File: src/rtl/tmr_fault_scheduler.sv
// Fault-injection campaign controller for a triple-replicated core array.
// Issues per-replica injection pulses at a programmable interval and counts observed replica disagreement.
module tmr_fault_scheduler #(
    parameter int W  = 8,
    parameter int IW = 16
) (
    input  logic          clk,
    input  logic          rst,
    input  logic          start,
    input  logic          stop,
    input  logic [IW-1:0] interval,
    input  logic [7:0]    num_faults,
    input  logic [1:0]    target_sel,
    input  logic [W-1:0]  inj_pattern,
    input  logic [W-1:0]  c0,
    input  logic [W-1:0]  c1,
    input  logic [W-1:0]  c2,
    output logic [W-1:0]  inj_data,
    output logic [2:0]    inj_en,
    output logic          busy,
    output logic          done,
    output logic [7:0]    fault_count,
    output logic [7:0]    mismatch_count,
    output logic          mismatch,
    output logic [1:0]    last_target
);

    typedef enum logic [2:0] {
        ST_IDLE   = 3'd0,
        ST_WAIT   = 3'd1,
        ST_INJECT = 3'd2,
        ST_OBS1   = 3'd3,
        ST_OBS2   = 3'd4,
        ST_DONE   = 3'd5
    } state_t;

    state_t        state_r;
    state_t        next_state_s;
    logic [IW-1:0] timer_r;
    logic [IW-1:0] interval_r;
    logic [7:0]    num_faults_r;
    logic [1:0]    target_sel_r;
    logic [W-1:0]  pattern_r;
    logic [1:0]    rot_r;
    logic          seen_r;
    logic [7:0]    fault_count_r;
    logic [7:0]    mismatch_count_r;
    logic          mismatch_r;
    logic [1:0]    last_target_r;
    logic [W-1:0]  inj_data_r;
    logic [2:0]    inj_en_r;
    logic          busy_r;
    logic          done_r;
    logic          disagree_s;
    logic [1:0]    tgt_s;

    function automatic logic [2:0] onehot3(input logic [1:0] idx);
        logic [2:0] v;
        case (idx)
            2'd0:    v = 3'b001;
            2'd1:    v = 3'b010;
            2'd2:    v = 3'b100;
            default: v = 3'b000;
        endcase
        return v;
    endfunction

    // Replica comparison and injection target selection.
    always_comb begin
        disagree_s = (c0 != c1) || (c1 != c2);
        if (target_sel_r == 2'd3) begin
            tgt_s = rot_r;
        end else begin
            tgt_s = target_sel_r;
        end
    end

    // Campaign sequencing; stop overrides everything outside IDLE.
    always_comb begin
        next_state_s = state_r;
        case (state_r)
            ST_IDLE: begin
                if (start && !stop) begin
                    if (num_faults == 8'd0) begin
                        next_state_s = ST_DONE;
                    end else begin
                        next_state_s = ST_WAIT;
                    end
                end else begin
                    next_state_s = ST_IDLE;
                end
            end
            ST_WAIT: begin
                if (stop) begin
                    next_state_s = ST_IDLE;
                end else if (timer_r == {IW{1'b0}}) begin
                    next_state_s = ST_INJECT;
                end else begin
                    next_state_s = ST_WAIT;
                end
            end
            ST_INJECT: begin
                if (stop) begin
                    next_state_s = ST_IDLE;
                end else begin
                    next_state_s = ST_OBS1;
                end
            end
            ST_OBS1: begin
                if (stop) begin
                    next_state_s = ST_IDLE;
                end else begin
                    next_state_s = ST_OBS2;
                end
            end
            ST_OBS2: begin
                if (stop) begin
                    next_state_s = ST_IDLE;
                end else if (fault_count_r == num_faults_r) begin
                    next_state_s = ST_DONE;
                end else begin
                    next_state_s = ST_WAIT;
                end
            end
            ST_DONE: begin
                next_state_s = ST_IDLE;
            end
            default: begin
                next_state_s = ST_IDLE;
            end
        endcase
    end

    // State register.
    always_ff @(posedge clk or posedge rst) begin
        if (rst) begin
            state_r <= ST_IDLE;
        end else begin
            state_r <= next_state_s;
        end
    end

    // Datapath, statistics and registered outputs (decoded from the upcoming state).
    always_ff @(posedge clk or posedge rst) begin
        if (rst) begin
            timer_r          <= {IW{1'b0}};
            interval_r       <= {IW{1'b0}};
            num_faults_r     <= 8'd0;
            target_sel_r     <= 2'd0;
            pattern_r        <= {W{1'b0}};
            rot_r            <= 2'd0;
            seen_r           <= 1'b0;
            fault_count_r    <= 8'd0;
            mismatch_count_r <= 8'd0;
            mismatch_r       <= 1'b0;
            last_target_r    <= 2'd0;
            inj_data_r       <= {W{1'b0}};
            inj_en_r         <= 3'b000;
            busy_r           <= 1'b0;
            done_r           <= 1'b0;
        end else begin
            mismatch_r <= disagree_s;
            busy_r     <= (next_state_s != ST_IDLE);
            done_r     <= (next_state_s == ST_DONE);
            if (next_state_s == ST_INJECT) begin
                inj_en_r   <= onehot3(tgt_s);
                inj_data_r <= pattern_r;
            end else begin
                inj_en_r   <= 3'b000;
                inj_data_r <= {W{1'b0}};
            end
            case (state_r)
                ST_IDLE: begin
                    if (next_state_s != ST_IDLE) begin
                        interval_r       <= interval;
                        num_faults_r     <= num_faults;
                        target_sel_r     <= target_sel;
                        pattern_r        <= inj_pattern;
                        fault_count_r    <= 8'd0;
                        mismatch_count_r <= 8'd0;
                        timer_r          <= interval;
                        rot_r            <= 2'd0;
                        seen_r           <= 1'b0;
                    end
                end
                ST_WAIT: begin
                    // Count down to zero only, so the largest interval cannot wrap.
                    if (next_state_s == ST_WAIT) begin
                        timer_r <= timer_r - {{(IW-1){1'b0}}, 1'b1};
                    end
                end
                ST_INJECT: begin
                    if (next_state_s == ST_OBS1) begin
                        fault_count_r <= fault_count_r + 8'd1;
                        last_target_r <= tgt_s;
                        if (target_sel_r == 2'd3) begin
                            rot_r <= (rot_r == 2'd2) ? 2'd0 : rot_r + 2'd1;
                        end
                    end
                end
                ST_OBS1: begin
                    seen_r <= seen_r | disagree_s;
                end
                ST_OBS2: begin
                    seen_r <= 1'b0;
                    if ((next_state_s != ST_IDLE) && (seen_r || disagree_s)
                        && (mismatch_count_r != 8'hFF)) begin
                        mismatch_count_r <= mismatch_count_r + 8'd1;
                    end
                    if (next_state_s == ST_WAIT) begin
                        timer_r <= interval_r;
                    end
                end
                default: begin
                    seen_r <= seen_r;
                end
            endcase
        end
    end

    assign inj_data       = inj_data_r;
    assign inj_en         = inj_en_r;
    assign busy           = busy_r;
    assign done           = done_r;
    assign fault_count    = fault_count_r;
    assign mismatch_count = mismatch_count_r;
    assign mismatch       = mismatch_r;
    assign last_target    = last_target_r;

endmodule
File: config.mk
export PLATFORM = sky130hd
export DESIGN_NAME = tmr_fault_scheduler
export DESIGN_NICKNAME = d
export VERILOG_FILES = /design/src/rtl/tmr_fault_scheduler.sv
export SDC_FILE = /design/constraint.sdc
export NUM_CORES = 1
export LEC_CHECK = 0
export BUFFER_PORTS_ARGS = -buffer_cell sky130_fd_sc_hd__buf_2
export CAP_MARGIN = 10
export CORE_MARGIN = 5
export CORE_UTILIZATION = 50
export DETAILED_ROUTE_END_ITERATION = 6
export PLACE_DENSITY_LB_ADDON = 0.15
export SYNTH_ARGS = -nofsm -noshare
export SYNTH_HDL_FRONTEND = slang
export SYNTH_SLANG_ARGS = --single-unit
File: constraint.sdc
create_clock -name clk -period 3.35 [get_ports clk]
set_clock_uncertainty 0.1 [all_clocks]
set_input_delay 0.5025 -clock clk [delete_from_list [all_inputs] [get_ports clk]]
set_output_delay 0.5025 -clock clk [all_outputs]
set_load 0.01 [all_outputs]
==> reports/qor_table.md <==
| Quantity | Value | Unit |
|---|---|---|
| Outcome | finished, final reports clean | - |
| Sort of element at the end of the critical path | register | - |
| DRC violations left | 0 | - |
| Number of enable flip-flop cells after synthesis | 0 | - |
| Congestion Overflow GR | 0 | - |
| Antenna-violating nets left | 0 | - |
| CTS Hold Buffers Added | 0 | - |
| Horizontal extent of the die | 107 | um |
| Max-slew headroom at the worst pin | 0.451 | - |
| Arr. time, crit path | 2720 | ps |
| Final Hold Slack | 156 | ps |
| Total negative slack | 0 | ps |
| Yosys warnings | 0 | - |
| Clock-pin slew reported for the worst setup and hold paths after clock tree synthesis | 90 | ps |
| Die Outline Area | 11400 | sq um |
| Final setup violation count | 0 | - |
| Number of vias after detailed routing | 4153 | - |
| H-tree levels | 3 | - |
| Top cells by area, synth | dfrtp_1 47%, nand2_1 10%, a21oi_1 2.7% | - |
| Cells after DPL | 718 | - |
| Maximum Capacitance Violations | 0 | - |
| Maximum number of pins on one net before global-route repair | 47 | - |
| Power per Cell Area | 480 | nW/um^2 |
| Setup repair after global routing missed its margin | false | - |
| Achievable Freq | 0.389 | GHz |
| Proportion of layout cells with a drive suffix above 1 | 0.225 | - |
| Post-synth top cells | 127 x nand2_1, 88 x dfrtp_1, 27 x nor2_1 | - |
| Number of violations reported at the end of detailed-routing iteration 0 | 242 | - |
| Pin slew with the least headroom to its limit | 816 | ps |
| Seq/Total Area, Yosys | 0.471 | - |
| Router iterations before antenna repair | 5 | - |
| Clock tree from TritonCTS | done | - |
| Cell variety after synth | 57 | - |
| Wire length of the first global-routing pass | 19400 | um |
| Most used cell, CP | nand2_1 | - |
| Most frequent cell after synthesis | nand2_1 | - |
| Number of ports placed on the die boundary | 94 | - |
| Maximum fanout encountered on the critical timing path | 34 | - |
| Syn-to-layout area delta | 17.9 | % |
| Height of the die | 107 | um |
| Clock tree root driver cell | clkbuf_8 | - |
| Nets | 684 | - |
| Total of cells resized after clock tree synthesis | 0 | - |
| Final Max Slew Viols | 0 | - |
| Worst path required time | 3500 | ps |
| Total number of clock tree sinks | 88 | - |
| Worst setup path category | register to register | - |
| Average cell area after synthesis | 8.83 | sq um |
| Worst stage delay on the critical path | 740 | ps |
| Critical path launch point type | register | - |
| Post-route fraction of the period consumed by the critical path | 0.767 | - |
| Combined area of all synthesized cells | 4670 | sq um |
| Initial antenna violation count | 0 | - |
| Buffers inserted by post-CTS timing repair | 0 | - |
| Starting Density | 0.508 | - |
| Cell with the largest stage delay on the worst path | or4_1 | - |
| Num CTS Buffers | 9 | - |
| Number of global-route vias before repair | 3924 | - |
| Leak | 2.76 | nW |
| Top cell type's share of synthesized area | 0.471 | - |
| Clock latency reported for the late side of the worst-skew pair | 360 | ps |
| Cell chain of the critical path | or2_1 -> or4_1 -> buf_4 -> nand2_1 -> nand2_1 | - |
| Number of storage elements in the synthesis netlist | 88 | - |
| Footprint of the multi-input gates | 2300 | sq um |
| Total Wirelength | 11700 | um |
| Routed via count divided by cell count | 5.66 | - |
| GRT Resource Usage Total | 0.211 | - |
| Number of hold violations in the final report | 0 | - |
| DP Wirelength | 8430 | um |
| Most common flop cell mapped by yosys | dfrtp_1 | - |
| Total nets after synthesis | 595 | - |
| Shortest period the worst path allows | 2570 | ps |
| Area of the core region | 9200 | sq um |
| Largest buffer count on any clock path | 2 | - |
| Antenna diode instance count | 0 | - |
| Final standard cell count with taps included and fillers excluded | 734 | - |
| Top cell type by total area after synthesis | dfrtp_1 | - |
| Max IR drop VDD | 0.291 | mV |
| Class of the most critical hold timing path | input pin to asynchronous set/reset pin | - |
| Register Area | 2200 | sq um |
| Cell depth of the worst flop-to-flop path | 5 | - |
| Post-synth ARST share | 1.00 | - |
| Count of filler cells inserted in the layout | 828 | - |
| Per-cell routed wire length | 15.9 | um |
| Share of the core filled with cells | 0.599 | - |
| Global placement routability congestion | 0.917 | - |
| Number of cell rows | 35 | - |
| Instance count of the mapped netlist | 529 | - |
| Number of buffers added on ports | 93 | - |
## per-stage QoR
stage | power [W] | worst slack [ps] | area [sq um]
after CTS | 0.00267 | 786 | 5510
after floorplan | 0.00166 | 469 | 4670
after detailed placement | 0.00183 | 813 | 5280
after global placement | 0.00182 | 844 | 5280
final | 0.00265 | 782 | 5510
after global routing | 0.00279 | 549 | 5510
## power by group
part / leakage [nW] / switching, W / internal [W]
Clock: 0.117 / 0.000388 / 0.000444
Combinational: 1.50 / 0.000293 / 0.000207
Sequential: 1.14 / 0.000123 / 0.00119
Total: 2.76 / 0.000803 / 0.00184
## final timing paths
| path | from | end | slack (ps) |
|---|---|---|---|
| min in group clk | inj_pattern[5] | pattern_r[5] | 230 |
| worst min register to register | pattern_r[0] | pattern_r[0] | 380 |
| worst max-delay path | state_r[1] | num_faults_r[1] | 780 |
| max in group asynchronous | rst | interval_r[13] | 2300 |
| worst max register to register | state_r[1] | num_faults_r[1] | 780 |
| worst min-delay path | rst | inj_data[7] | 160 |
## cells in the final DEF (no fill, tap or decap), types with 4 or more instances in the layout
cell type	n
a22o_1	6
and2_1	9
a21oi_1	25
nand4_1	4
xnor2_1	6
o31ai_1	13
ha_1	4
a22oi_1	12
nor2_1	27
and3_1	11
mux2i_1	6
nand2b_1	6
nor2b_1	6
nand2_1	127
a31oi_1	6
inv_1	11
buf_4	14
a211oi_1	4
dfrtp_1	88
clkbuf_8	10
xor2_1	9
nand3_1	7
buf_2	93
nor4_1	8
o21ai_0	24
nor3b_1	4
nor3_1	17
o21ai_1	9
o22ai_1	8
## routing by layer
metal | part of all wire | global-route usage
met1 | 0.46 | 0.296
met2 | 0.47 | 0.334
met3 | 0.062 | 0.0488
met4 | 0.013 | 0.0511
met5 | 0 | 0
## sequential cells by signal (all words and copies together) (netlist names), 2 cells and up
| register | flops |
|---|---|
| state_r | 3 |
| mismatch_count | 8 |
| timer_r | 16 |
| last_target | 2 |
| fault_count | 8 |
| target_sel_r | 2 |
| rot_r | 2 |
| num_faults_r | 8 |
| interval_r | 16 |
| pattern_r | 8 |
| inj_data | 8 |
| inj_en | 3 |
## worst max-delay path, delay by kind of cell, from the launching register on
kind	cells	cell delay, ps
AND/OR/NAND/NOR	4	1400
flip-flops	1	590
buffers and inverters	1	340
## cells by family after synthesis
group / count (synthesis) / synth area share
multiplexers: 10 / 0.0233
AO/OA/AOI/OAI: 122 / 0.170
flip-flops: 88 / 0.471
adder cells (fa/ha/maj): 4 / 0.0107
AND/OR/NAND/NOR: 248 / 0.259
XOR/XNOR: 15 / 0.0281
buffers and inverters: 42 / 0.0375
## layout make-up
class,count,area share
inverter,12,0.00840
clock inverter,6,0.0166
tap,111,0.0252
clock buffer,10,0.0250
timing repair buffer,108,0.107
multi-input combinational,399,0.418
sequential,88,0.400
Note: power is estimated with default switching activity, not from simulation.
